File: config.mk
export PLATFORM = sky130hd
export DESIGN_NAME = command_fifo_reader
export DESIGN_NICKNAME = d
export VERILOG_FILES = /design/src/rtl/command_fifo_reader_pkg.sv /design/src/rtl/cmd_skid_queue.sv /design/src/rtl/command_fifo_reader.sv
export SDC_FILE = /design/constraint.sdc
export NUM_CORES = 1
export LEC_CHECK = 0
export CAP_MARGIN = 20
export CORE_ASPECT_RATIO = 1.25
export CORE_UTILIZATION = 51
export DETAILED_ROUTE_END_ITERATION = 16
export HOLD_SLACK_MARGIN = 0.03
export PLACE_DENSITY = 0.8
export SYNTH_ARGS = -nofsm -noshare
export SYNTH_HDL_FRONTEND = slang
export SYNTH_HIERARCHICAL = 1
export SYNTH_SLANG_ARGS = --single-unit
File: constraint.sdc
create_clock -name clk -period 5 [get_ports clk]
set_input_delay 1.25 -clock clk [delete_from_list [all_inputs] [get_ports clk]]
set_output_delay 1.25 -clock clk [all_outputs]
set_load 0.05 [all_outputs]
File: src/rtl/command_fifo_reader_pkg.sv
// Shared definitions for the command FIFO and its consumers:
// packet type, FIFO size macro and read latency.
`ifndef COM_FIFO_SIZE
`define COM_FIFO_SIZE 8
`endif

package command_fifo_reader_pkg;

    // Cycles from rinc to valid rdata at the FIFO output.
    localparam int RD_LAT = 1;

    // Queue must cover the read latency plus one drained entry
    // to sustain one command per cycle.
    localparam int SKID_DEPTH = RD_LAT + 1;

    typedef struct packed {
        logic [3:0]  opcode;
        logic [11:0] operand;
    } com_packet;

endpackage

File: src/rtl/cmd_skid_queue.sv
// Two-entry valid/ready queue of com_packet with synchronous flush.
// Ports: clk_i, rst_i (async high), flush_i, push_i/data_i (tail
// write), pop_i (head accept), valid_o/data_o (head), occ_o (0..2).
module cmd_skid_queue
    import command_fifo_reader_pkg::*;
(
    input  logic       clk_i,
    input  logic       rst_i,
    input  logic       flush_i,
    input  logic       push_i,
    input  com_packet  data_i,
    input  logic       pop_i,
    output logic       valid_o,
    output com_packet  data_o,
    output logic [1:0] occ_o
);

    com_packet  head_q, head_d;
    com_packet  tail_q, tail_d;
    logic [1:0] occ_q, occ_d;
    logic       do_pop;

    assign do_pop  = pop_i & (occ_q != 2'd0);
    assign valid_o = (occ_q != 2'd0);
    assign data_o  = valid_o ? head_q : '0;
    assign occ_o   = occ_q;

    // Empty slots are kept at zero so the head never shows
    // stale data once drained.
    always_comb begin
        head_d = head_q;
        tail_d = tail_q;
        occ_d  = occ_q;
        if (flush_i) begin
            head_d = '0;
            tail_d = '0;
            occ_d  = 2'd0;
        end else begin
            unique case ({push_i, do_pop})
                2'b10: begin
                    if (occ_q == 2'd0) head_d = data_i;
                    else               tail_d = data_i;
                    occ_d = occ_q + 2'd1;
                end
                2'b01: begin
                    head_d = tail_q;
                    tail_d = '0;
                    occ_d  = occ_q - 2'd1;
                end
                2'b11: begin
                    if (occ_q == 2'd1) begin
                        head_d = data_i;
                    end else begin
                        head_d = tail_q;
                        tail_d = data_i;
                    end
                end
                default: ;
            endcase
        end
    end

    always_ff @(posedge clk_i or posedge rst_i) begin
        if (rst_i) begin
            head_q <= '0;
            tail_q <= '0;
            occ_q  <= 2'd0;
        end else begin
            head_q <= head_d;
            tail_q <= tail_d;
            occ_q  <= occ_d;
        end
    end

endmodule

File: src/rtl/command_fifo_reader.sv
// Read-side controller turning the blind rinc/rdata FIFO port into a
// valid/ready command stream. Mirrors FIFO occupancy from
// push_accepted, pops only when data exists, absorbs the read latency
// in a skid queue and flushes with the FIFO on replay_iter_flag.
// Ports: clk, reset (async high), replay_iter_flag, push_accepted,
// rinc/rdata (FIFO read), cmd_valid/cmd_ready/cmd_data (stream),
// fifo_count/fifo_empty (mirrored occupancy).
module command_fifo_reader
    import command_fifo_reader_pkg::*;
#(
    parameter int DEPTH = `COM_FIFO_SIZE,
    parameter int CNT_W = $clog2(DEPTH) + 1
) (
    input  logic             clk,
    input  logic             reset,
    input  logic             replay_iter_flag,
    input  logic             push_accepted,
    output logic             rinc,
    input  com_packet        rdata,
    output logic             cmd_valid,
    input  logic             cmd_ready,
    output com_packet        cmd_data,
    output logic [CNT_W-1:0] fifo_count,
    output logic             fifo_empty
);

    logic [CNT_W-1:0] count_q, count_d;
    logic             inflight_q, inflight_d;
    logic [1:0]       q_occ;
    logic             drain;
    logic [2:0]       pending;

    assign drain   = cmd_valid & cmd_ready;
    assign pending = {1'b0, q_occ} + {2'b00, inflight_q};

    // pending - drain < SKID_DEPTH, rearranged to avoid underflow.
    assign rinc = ~replay_iter_flag
                & (count_q != '0)
                & (pending < (3'(SKID_DEPTH) + {2'b00, drain}));

    always_comb begin
        count_d    = count_q;
        inflight_d = rinc;
        if (replay_iter_flag) begin
            count_d = '0;
        end else if (push_accepted && !rinc) begin
            // Saturate: a push at full count is an upstream error.
            if (count_q != CNT_W'(DEPTH))
                count_d = count_q + CNT_W'(1);
        end else if (!push_accepted && rinc) begin
            count_d = count_q - CNT_W'(1);
        end
    end

    always_ff @(posedge clk or posedge reset) begin
        if (reset) begin
            count_q    <= '0;
            inflight_q <= 1'b0;
        end else begin
            count_q    <= count_d;
            inflight_q <= inflight_d;
        end
    end

    always @(posedge clk) begin
        if (!reset && !replay_iter_flag)
            assert (!(push_accepted && !rinc
                      && count_q == CNT_W'(DEPTH)));
    end

    // rdata is only meaningful the cycle after a pop.
    cmd_skid_queue u_queue (
        .clk_i   (clk),
        .rst_i   (reset),
        .flush_i (replay_iter_flag),
        .push_i  (inflight_q),
        .data_i  (rdata),
        .pop_i   (drain),
        .valid_o (cmd_valid),
        .data_o  (cmd_data),
        .occ_o   (q_occ)
    );

    assign fifo_count = count_q;
    assign fifo_empty = (count_q == '0);

endmodule
==> flow_summary.ini <==
[status]
status = complete, no violations

[timing]
skew_ns = 0.00500
rsz0062_at_grt = false
fin_crit_sh_pct = 90.8
slew_headroom_pct = 43.7
setup_tns_ns = 0
slew_violations = 0
fmax_mhz = 220
min_period_ns = 4.54
setup_viol = 0
worstMarginPinSlew_ns = 0.844
hold_viol_final = 0

[setup_path]
cp.required_ns = 3.75
crit_path_cell_trace = clkdlybuf4s50_1, nand3b_4, a211o_4, nor2_1, clkdlybuf4s50_1
start_kind = input port
path_common_cell = clkdlybuf4s50_1
crit_buf_inv = 2
crit_type = input port to primary output
slowest_delay_ns = 0.84
end_kind = primary output
arrival_ns = 3.29
crit_family = buffers and inverters
slowest_stage = clkdlybuf4s50_1
ff2ff_setup_slack_ns = 1.51
path_max_fanout = 9

[finish]
area_delta_synth_final_pct = 24.9
final_cell_mix = clkdlybuf4s50_1, dfrtp_1, nand2_1
layout_commonest_cell = clkdlybuf4s50_1
antenna_cells = 0
fin_nets = 274
drive_gt1_share_pct = 6.12
fin_cells = 299

[global_routing]
grt_max_degree = 33
track_usage_pct = 21.9
grt_pass1_vias = 1626
grt_pass1_wl_um = 7230
overflow = 0
antenna_found_initial = 0

[cts]
clock_latency_ns = 0.29
cts-root-buf = clkbuf_8
cts_tree = done
cts_buffer_depth = 2
hold_buffers = 0
htree_levels = 2
post-cts-setup-buffer-count = 0
cts.repair.resized = 0
cts.sinks = 39
clk_pin_slew_ns = 0.07
cts_buffers = 5

[placed_design]
io_buffers = 43
place_congestion = 0.817
numPlacedInstances = 292
dp_hpwl_um = 2960

[synth]
ys_top_cells_by_area = dfrtp_1, mux2i_1, a22o_1
synth_cells = 204
yosys.area.top_type = dfrtp_1
synth_fp_nets = 233
synth_top_flop_cell = dfrtp_1
synth_edf_count = 0
synth_cell_type_count = 41
synth_top_area_share_pct = 45.7
yosysWarnings = 6
seq_area_frac_synth_pct = 45.7
netlist_area_mm2 = 0.00214
async_flop_share_pct = 100
syn_area_per_cell_um2 = 10.5
synth_seq_cells = 39

[floorplan]
start_util_pct = 54.7
die_y_um = 74.4
dieArea_mm2 = 0.00446
io_pins = 44
die_x_um = 59.9
core_mm2 = 0.00391
num_rows = 25

[power]
peakVddDrop_mv = 0.465
finalPower_w = 0.00141
cellPowerDensity_mw_per_mm2 = 529
leakagePower_nw = 1.26

[detailed_routing]
wl_per_cell_um = 14.2
postRouteAntennaNets = 0
vias_per_cell = 5.39
drc = 0
drt_iter0_markers = 53
via_count = 1612
drtPass1Iterations = 4
drt-total-wl_um = 4230

[run]
drv_cap = 0

[hold_path]
hp-class = flop to flop
==> cells in the mapped netlist (all sizes together), types with 5 or more instances <==
| master | instances |
|---|---|
| nor2b | 18 |
| dfrtp | 39 |
| a22o | 16 |
| inv | 9 |
| mux2i | 16 |
| ha | 7 |
| buf | 9 |
| nand2 | 24 |
| nand3 | 6 |
| o21ai | 17 |
| nor2 | 10 |
| a21oi | 5 |
==> power breakdown <==
group | leakage (nW) | switching, W | internal [W]
sequential | 0.533 | 0.0000673 | 0.000392
clock | 0.0513 | 0.000106 | 0.000146
combinational | 0.677 | 0.000437 | 0.000263
total | 1.26 | 0.000610 | 0.000801
==> cells by family after synthesis <==
group / count (synthesis) / share of synthesized area, %
AO/OA/AOI/OAI: 49 / 17.5
XOR/XNOR: 3 / 1.23
adder cells (fa/ha/maj): 8 / 5.03
buffers and inverters: 20 / 5.44
flip-flops: 39 / 45.7
multiplexers: 17 / 8.02
AND/OR/NAND/NOR: 68 / 17.1
==> final cells by class <==
cell class	count	area, µm²
Tap cell	54	67.6
Inverter	9	33.8
Sequential cell	39	976
Multi-Input combinational cell	145	1040
Clock inverter	1	30.0
Timing Repair Buffer	45	445
Fill cell	313	1240
Clock buffer	6	72.6
==> final timing paths <==
kind	start	end	cells after the start
max in group asynchronous	reset	u_queue/tail_q[10]$_DFFE_PP0P_	3
min in group asynchronous	reset	u_queue/occ_o[1]$_DFFE_PP0P_	2
hold reg to reg	u_queue/head_q[2]$_DFFE_PP0P_	u_queue/head_q[2]$_DFFE_PP0P_	2
hold / removal	u_queue/head_q[2]$_DFFE_PP0P_	u_queue/head_q[2]$_DFFE_PP0P_	2
setup reg to reg	u_queue/occ_o[0]$_DFFE_PP0P_	fifo_count[3]$_DFFE_PP0P_	12
setup / recovery	cmd_ready	rinc	5
==> stage by stage <==
stage	worst slack, ns	cell area, µm²	utilization (%)	hold WS [ns]
CTS	0.468	2670	68.3	0.480
floorplan	1.23	2140	-	0.442
finish	0.461	2670	68.3	0.473
global placement	0.498	2570	65.7	0.454
detailed placement	0.484	2570	65.7	0.463
global route	0.414	2670	68.3	0.501
==> sequential cells by signal, summed over array words and instances, names as in the netlist <==
name / cells
u_queue/head_q: 16
u_queue/tail_q: 16
fifo_count: 4
u_queue/occ_o: 2
inflight_q: 1
==> worst min-delay path, cell delays in order (launching register included) <==
cell     delay, ns
dfrtp_1       0.34
nand2_1       0.04
o21ai_0       0.06
==> routing by layer <==
metal  global-route usage, %  share of wire, %  vias up
li1                        -                 -      794
met1                    26.4                43      773
met2                    38.9                53       40
met3                    5.22               3.6        5
met4                    5.68              0.90        0
met5                       0                 0        -
(Power assumes the default switching activity.)
